### config.mk
export PLATFORM = sky130hd
export DESIGN_NAME = yolo_op_sequencer
export DESIGN_NICKNAME = d
export VERILOG_FILES = /design/src/rtl/yolo_op_sequencer_pkg.sv /design/src/rtl/yolo_cmd_hold.sv /design/src/rtl/yolo_op_sequencer.sv
export SDC_FILE = /design/constraint.sdc
export NUM_CORES = 1
export LEC_CHECK = 0
export BUFFER_PORTS_ARGS = -buffer_cell sky130_fd_sc_hd__buf_4
export CAP_MARGIN = 0
export CORE_ASPECT_RATIO = 1.25
export CORE_MARGIN = 5
export CORE_UTILIZATION = 24
export CTS_CLUSTER_DIAMETER = 120
export DETAILED_ROUTE_END_ITERATION = 7
export SYNTH_ARGS = -nofsm -noshare
export SYNTH_HDL_FRONTEND = slang
export SYNTH_SLANG_ARGS = --single-unit
### constraint.sdc
create_clock -name S_AXI_ACLK -period 13 [get_ports S_AXI_ACLK]
set_input_delay 3.25 -clock S_AXI_ACLK [delete_from_list [all_inputs] [get_ports S_AXI_ACLK]]
set_output_delay 3.25 -clock S_AXI_ACLK [all_outputs]
set_load 0.005 [all_outputs]
### src/rtl/yolo_op_sequencer_pkg.sv
// Shared types and field layout for the YOLO two-pass op sequencer.
// Holds the FSM state type, inst_2 field positions, command widths and a saturating adder.
package yolo_op_sequencer_pkg;

  localparam int unsigned AddrW     = 32;
  localparam int unsigned RdLenW    = 18;
  localparam int unsigned WrLenW    = 16;
  localparam int unsigned RespW     = 2;
  localparam int unsigned BoxW      = 16;

  // Field positions inside inst_2.
  localparam int unsigned L0LenLsb  = 0;
  localparam int unsigned L0LenW    = 16;
  localparam int unsigned AnchorLsb = 24;
  localparam int unsigned AnchorW   = 4;

  typedef enum logic [3:0] {
    StIdle,
    StRd0,
    StRd0W,
    StDp0,
    StDp0W,
    StRd1,
    StRd1W,
    StDp1,
    StDp1W,
    StWr,
    StWrW,
    StDone
  } seq_state_e;

  function automatic logic [BoxW-1:0] sat_add(input logic [BoxW-1:0] a,
                                               input logic [BoxW-1:0] b);
    logic [BoxW:0] sum;
    sum = {1'b0, a} + {1'b0, b};
    return sum[BoxW] ? {BoxW{1'b1}} : sum[BoxW-1:0];
  endfunction

endpackage

### src/rtl/yolo_cmd_hold.sv
// Valid/ready command holding register: load captures addr/len and raises valid,
// which then stays high with stable payload until the consumer signals ready.
module yolo_cmd_hold
  import yolo_op_sequencer_pkg::*;
#(
  parameter int unsigned AddrBits = AddrW,
  parameter int unsigned LenBits  = WrLenW
) (
  input  logic                clk_i,
  input  logic                rst_i,
  input  logic                load_i,
  input  logic [AddrBits-1:0] addr_i,
  input  logic [LenBits-1:0]  len_i,
  input  logic                ready_i,
  output logic                valid_o,
  output logic [AddrBits-1:0] addr_o,
  output logic [LenBits-1:0]  len_o
);

  logic                valid_q;
  logic [AddrBits-1:0] addr_q;
  logic [LenBits-1:0]  len_q;

  // Payload is kept after acceptance so the issued address stays observable.
  always_ff @(posedge clk_i or posedge rst_i) begin
    if (rst_i) begin
      valid_q <= 1'b0;
      addr_q  <= '0;
      len_q   <= '0;
    end else if (load_i) begin
      valid_q <= 1'b1;
      addr_q  <= addr_i;
      len_q   <= len_i;
    end else if (valid_q && ready_i) begin
      valid_q <= 1'b0;
    end
  end

  assign valid_o = valid_q;
  assign addr_o  = addr_q;
  assign len_o   = len_q;

endmodule

### src/rtl/yolo_op_sequencer.sv
// Job sequencer: read head 0, run datapath layer 0, read head 1, run layer 1,
// then write the accumulated box count; raises IRQ on completion or error.
module yolo_op_sequencer
  import yolo_op_sequencer_pkg::*;
(
  input  logic               S_AXI_ACLK,
  input  logic               S_AXI_ARESET,
  input  logic               s_axi_start,
  input  logic [31:0]        s_axi_inst_0,
  input  logic [31:0]        s_axi_inst_1,
  input  logic [31:0]        s_axi_inst_2,
  input  logic [31:0]        s_axi_inst_3,
  input  logic [31:0]        s_axi_inst_4,
  input  logic [31:0]        s_axi_inst_5,
  output logic               IRQ,
  output logic               s_axi_Rerror,
  output logic [AddrW-1:0]   s_axi_Rerror_addr,
  output logic [RespW-1:0]   s_axi_Werror,
  output logic [AddrW-1:0]   s_axi_Werror_addr,
  output logic               rd_cmd_valid,
  input  logic               rd_cmd_ready,
  output logic [AddrW-1:0]   rd_cmd_addr,
  output logic [RdLenW-1:0]  rd_cmd_len,
  input  logic               rd_done,
  input  logic               rd_err,
  output logic               wr_cmd_valid,
  input  logic               wr_cmd_ready,
  output logic [AddrW-1:0]   wr_cmd_addr,
  output logic [WrLenW-1:0]  wr_cmd_len,
  input  logic               wr_done,
  input  logic [RespW-1:0]   wr_resp,
  output logic               dp_start,
  output logic               dp_layer,
  output logic [AnchorW-1:0] dp_anchors,
  output logic [31:0]        dp_thresh,
  output logic [31:0]        dp_img_base,
  input  logic               dp_done,
  input  logic [BoxW-1:0]    dp_box_cnt
);

  seq_state_e state_q, state_d;

  logic               start_q;
  logic               start_edge;
  logic               job_accept;

  logic [AddrW-1:0]   inst1_q;
  logic [L0LenW-1:0]  l0_len_q;
  logic [AnchorW-1:0] anchors_q;
  logic [31:0]        thresh_q;
  logic [31:0]        img_base_q;
  logic [AddrW-1:0]   inst5_q;

  logic [BoxW-1:0]    box_q, box_d;
  logic               rerr_q, rerr_d;
  logic [AddrW-1:0]   rerr_addr_q, rerr_addr_d;
  logic [RespW-1:0]   werr_q, werr_d;
  logic [AddrW-1:0]   werr_addr_q, werr_addr_d;

  logic               rd_load;
  logic [AddrW-1:0]   rd_addr_ld;
  logic [RdLenW-1:0]  rd_len_ld;
  logic               wr_load;
  logic               rd_accept;
  logic               wr_accept;

  logic               unused_inst2;
  assign unused_inst2 = ^{s_axi_inst_2[31:28], s_axi_inst_2[23:16]};

  assign start_edge = s_axi_start && !start_q;
  assign rd_accept  = rd_cmd_valid && rd_cmd_ready;
  assign wr_accept  = wr_cmd_valid && wr_cmd_ready;

  always_ff @(posedge S_AXI_ACLK or posedge S_AXI_ARESET) begin
    if (S_AXI_ARESET) begin
      state_q     <= StIdle;
      start_q     <= 1'b0;
      box_q       <= '0;
      rerr_q      <= 1'b0;
      rerr_addr_q <= '0;
      werr_q      <= '0;
      werr_addr_q <= '0;
    end else begin
      state_q     <= state_d;
      start_q     <= s_axi_start;
      box_q       <= box_d;
      rerr_q      <= rerr_d;
      rerr_addr_q <= rerr_addr_d;
      werr_q      <= werr_d;
      werr_addr_q <= werr_addr_d;
    end
  end

  // Job parameters are captured once per accepted start and held for the whole job.
  always_ff @(posedge S_AXI_ACLK or posedge S_AXI_ARESET) begin
    if (S_AXI_ARESET) begin
      inst1_q    <= '0;
      l0_len_q   <= '0;
      anchors_q  <= '0;
      thresh_q   <= '0;
      img_base_q <= '0;
      inst5_q    <= '0;
    end else if (job_accept) begin
      inst1_q    <= s_axi_inst_1;
      l0_len_q   <= s_axi_inst_2[L0LenLsb +: L0LenW];
      anchors_q  <= s_axi_inst_2[AnchorLsb +: AnchorW];
      thresh_q   <= s_axi_inst_3;
      img_base_q <= s_axi_inst_4;
      inst5_q    <= s_axi_inst_5;
    end
  end

  always_comb begin
    state_d     = state_q;
    box_d       = box_q;
    rerr_d      = rerr_q;
    rerr_addr_d = rerr_addr_q;
    werr_d      = werr_q;
    werr_addr_d = werr_addr_q;
    job_accept  = 1'b0;
    rd_load     = 1'b0;
    rd_addr_ld  = '0;
    rd_len_ld   = '0;
    wr_load     = 1'b0;

    unique case (state_q)
      StIdle: begin
        if (start_edge) begin
          job_accept  = 1'b1;
          box_d       = '0;
          rerr_d      = 1'b0;
          rerr_addr_d = '0;
          werr_d      = '0;
          werr_addr_d = '0;
          // Command is loaded on the way in so valid is up for the whole RD0 state.
          rd_load     = 1'b1;
          rd_addr_ld  = s_axi_inst_0;
          rd_len_ld   = RdLenW'(s_axi_inst_2[L0LenLsb +: L0LenW]);
          state_d     = StRd0;
        end
      end
      StRd0: if (rd_accept) state_d = StRd0W;
      StRd0W, StRd1W: begin
        if (rd_done) begin
          if (rd_err) begin
            rerr_d      = 1'b1;
            rerr_addr_d = rd_cmd_addr;
            state_d     = StDone;
          end else begin
            state_d = (state_q == StRd0W) ? StDp0 : StDp1;
          end
        end
      end
      StDp0: state_d = StDp0W;
      StDp0W: begin
        if (dp_done) begin
          box_d      = sat_add(box_q, dp_box_cnt);
          rd_load    = 1'b1;
          rd_addr_ld = inst1_q;
          rd_len_ld  = RdLenW'({l0_len_q, 2'b00});
          state_d    = StRd1;
        end
      end
      StRd1: if (rd_accept) state_d = StRd1W;
      StDp1: state_d = StDp1W;
      StDp1W: begin
        if (dp_done) begin
          box_d = sat_add(box_q, dp_box_cnt);
          if (box_d != '0) begin
            wr_load = 1'b1;
            state_d = StWr;
          end else begin
            state_d = StDone;
          end
        end
      end
      StWr: if (wr_accept) state_d = StWrW;
      StWrW: begin
        if (wr_done) begin
          if (wr_resp != '0) begin
            werr_d      = wr_resp;
            werr_addr_d = inst5_q;
          end
          state_d = StDone;
        end
      end
      StDone: if (!s_axi_start) state_d = StIdle;
      default: state_d = StIdle;
    endcase
  end

  yolo_cmd_hold #(
    .AddrBits(AddrW),
    .LenBits (RdLenW)
  ) u_rd_hold (
    .clk_i  (S_AXI_ACLK),
    .rst_i  (S_AXI_ARESET),
    .load_i (rd_load),
    .addr_i (rd_addr_ld),
    .len_i  (rd_len_ld),
    .ready_i(rd_cmd_ready),
    .valid_o(rd_cmd_valid),
    .addr_o (rd_cmd_addr),
    .len_o  (rd_cmd_len)
  );

  yolo_cmd_hold #(
    .AddrBits(AddrW),
    .LenBits (WrLenW)
  ) u_wr_hold (
    .clk_i  (S_AXI_ACLK),
    .rst_i  (S_AXI_ARESET),
    .load_i (wr_load),
    .addr_i (inst5_q),
    .len_i  (box_d),
    .ready_i(wr_cmd_ready),
    .valid_o(wr_cmd_valid),
    .addr_o (wr_cmd_addr),
    .len_o  (wr_cmd_len)
  );

  assign IRQ               = (state_q == StDone);
  assign s_axi_Rerror      = rerr_q;
  assign s_axi_Rerror_addr = rerr_addr_q;
  assign s_axi_Werror      = werr_q;
  assign s_axi_Werror_addr = werr_addr_q;
  assign dp_start          = (state_q == StDp0) || (state_q == StDp1);
  assign dp_layer          = (state_q == StDp1);
  assign dp_anchors        = anchors_q;
  assign dp_thresh         = thresh_q;
  assign dp_img_base       = img_base_q;

endmodule

==> run_results.csv <==
group,metric,value,unit
detailed_routing,wire_per_inst,18.7,um
global_routing,grt_pass1_wl,74.1,mm
detailed_routing,avgViaCountPerCell,4.53,
die,io_pins,457,
placement,numPortBuffers,444,
placement,dp.cells,2553,
timing,maxSlewHeadroom,29.8,%
synth,synth_most_common_cell,"dfrtp_1",
timing,drv_slew,0,
clock_tree,cts-root-buf,"clkbuf_16",
synth,ys_ff_latch,336,
global_routing,grtUsageTotal,14.0,%
placement,place_congestion,0.881,
synth,synthArstFlopShare,100,%
layout,area_growth_syn_to_layout,36.1,%
timing,rsz0062_at_grt,"false",
detailed_routing,drt-total-wl,49.0,mm
detailed_routing,drc,0,
clock_tree,cts.sinks,336,
synth,synthTopCellsByArea,"dfrtp_1 56%, mux2_2 11%, nand2_1 7.1%, o21ai_0 3.4%, a22oi_1 2.3%",
timing,worst_pin_slew,1050,ps
clock_tree,clk_pin_slew,60,ps
synth,syn_nets,1592,
timing,setup_violations,0,
critical_path,critical_path_class,"input port to flop",
synth,yosys_warnings,0,
synth,syn_inst,1356,
clock_tree,post_cts_buffers,0,
placement,placed_cell_area,19100,sq um
timing,finalHoldViolCount,0,
power_and_ir_drop,cellLeakagePower,9.42,nW
synth,synthFlopType,"dfrtp_1",
power_and_ir_drop,ir_worst_vdd,0.136,mV
die,fp.coreArea,61800,sq um
flow_run,drv_cap,0,
timing,fmax,154,MHz
global_routing,grt_pass1_vias,12400,
clock_tree,cts_made_buffers,37,
layout,fin_nets,1996,
detailed_routing,drtIter0Drc,568,
synth,synth_cell_type_count,62,
placement,place_hpwl,34.9,mm
clock_tree,htreeDepth,2,
clock_tree,insertion_delay,530,ps
die,rows,102,
critical_path,crit_required,13440,ps
global_routing,grt_max_degree,158,
timing,min_period,6510,ps
layout,final_util,32.8,%
critical_path,endpoint_kind,"flop",
synth,ys_seq_area_share,56.5,%
power_and_ir_drop,p_per_area,229,nW/um^2
synth,synth_edf_count,0,
critical_path,cp_data_arrival_time,6950,ps
timing,fin_skew,12.8,ps
synth,ys_top_cells_by_count,"336 x dfrtp_1, 283 x nand2_1, 150 x mux2_2",
global_routing,grt-ovfl-total,0,
clock_tree,cts_buffer_depth,3,
synth,synth_top_area_share,56.5,%
critical_path,cp-start-kind,"input port",
synth,synth_top_area_cell,"dfrtp_1",
timing,finalCritPeriodShare,50.1,%
detailed_routing,vias,11900,
clock_tree,cts_resized,0,
outcome,status,"complete, no violations",
clock_tree,cts_tree,"built",
die,start_util,24.1,%
critical_path,path_max_fanout,39,
detailed_routing,drt_pass1_iterations,5,
global_routing,grt_antenna_before_repair,5,
synth,synth.cell_area,14900,sq um
die,dieArea,67100,sq um
min_path,worstHoldPathType,"flop to flop",
detailed_routing,drtAntennaViolNets,0,
layout,stdcell_count,2619,
timing,hold_slack,481,ps
die,die-height,288,um
die,die_w,233,um
layout,drive_gt1_share,39.7,%
clock_tree,hold_buffers,0,
synth,syn_avg_cell_area,11.0,sq um
layout,fin_area,20300,sq um
timing,fin_tns_setup,0,ps
[critical path: stages]
cell and delay (ps):
buf_4 110, ha_1 260, fa_1 420, nand3_1 130, a21oi_1 110, or3_1 350, a211o_1 340, nor3_1 230
and2_2 790, nand3_1 610, a31oi_1 350
[cell usage in the layout (no fill, tap or decap), types with 6 or more instances in the layout]
master     instances
a211oi_1           6
a21o_1            10
a21oi_1           38
a22oi_1           46
a31oi_1           11
a41oi_1           37
and2_1            33
buf_4            457
clkbuf_16         39
dfrtp_1          336
ha_1              16
inv_1             19
mux2_2           150
nand2_1          283
nand2b_1          16
nand3_1            9
nor2_1            22
nor3_1             7
o211ai_1           7
o21ai_0          100
o21ai_2           19
o41ai_1           11
xnor2_1            6
[per-stage QoR]
| stage | setup slack (ps) | power [W] |
|---|---|---|
| after floorplan | 440 | 0.00273 |
| after global placement | 6040 | 0.00357 |
| after detailed placement | 5980 | 0.00363 |
| after CTS | 6530 | 0.00472 |
| after global routing | 6330 | 0.00496 |
| final | 6490 | 0.00465 |
[layout make-up]
type / count / area, sq um
Antenna cell: 3 / 7.51
Clock buffer: 49 / 1060
Clock inverter: 14 / 140
Fill cell: 6354 / 41500
Inverter: 20 / 82.6
Multi-Input combinational cell: 907 / 6070
Sequential cell: 336 / 8410
Tap cell: 832 / 1040
Timing Repair Buffer: 458 / 3450
[path summary, 6_finish.rpt]
kind,start,to,slack (ps),cells after the start
worst max register to register,box_q[0],u_wr_hold.len_o[2],8940,10
worst max-delay path,dp_box_cnt[0],u_wr_hold.len_o[2],6490,11
worst min register to register,s_axi_Werror_addr[2],s_axi_Werror_addr[2],480,2
max in group asynchronous,S_AXI_ARESET,u_wr_hold.len_o[7],8630,3
min in group asynchronous,S_AXI_ARESET,dp_thresh[22],2840,2
worst min-delay path,s_axi_Werror_addr[2],s_axi_Werror_addr[2],480,2
[layer usage]
metal | vias to the layer above | wire (um) | global-route usage, %
li1 | 5598 | - | -
met1 | 5778 | 19100 | 16.6
met2 | 376 | 24500 | 23.9
met3 | 93 | 3560 | 4.10
met4 | 6 | 1810 | 5.39
met5 | - | 36 | 0
[power breakdown]
part / leakage, nW / switching (W) / internal, W
logic: 4.58 / 0.000893 / 0.000896
registers: 4.26 / 0.000312 / 0.00149
clock network: 0.580 / 0.000440 / 0.000616
[registers in the layout (all words and copies together) (netlist names), 16 cells and up]
| name | flops |
|---|---|
| dp_img_base | 32 |
| l0_len_q | 16 |
| dp_thresh | 32 |
| inst1_q | 32 |
| u_rd_hold.len_o | 18 |
| u_rd_hold.addr_o | 32 |
| inst5_q | 32 |
| s_axi_Werror_addr | 32 |
| box_q | 16 |
| s_axi_Rerror_addr | 32 |
| u_wr_hold.addr_o | 32 |
| u_wr_hold.len_o | 16 |
[cell families after synthesis]
family / after synthesis / share of synthesized area (%)
XOR/XNOR: 9 / 0.529
AO/OA/AOI/OAI: 327 / 15.0
multiplexers: 153 / 11.5
flip-flops: 336 / 56.5
buffers and inverters: 113 / 3.27
adder cells (fa/ha/maj): 17 / 1.48
AND/OR/NAND/NOR: 401 / 11.7
Power figures use the tool's default switching activity.
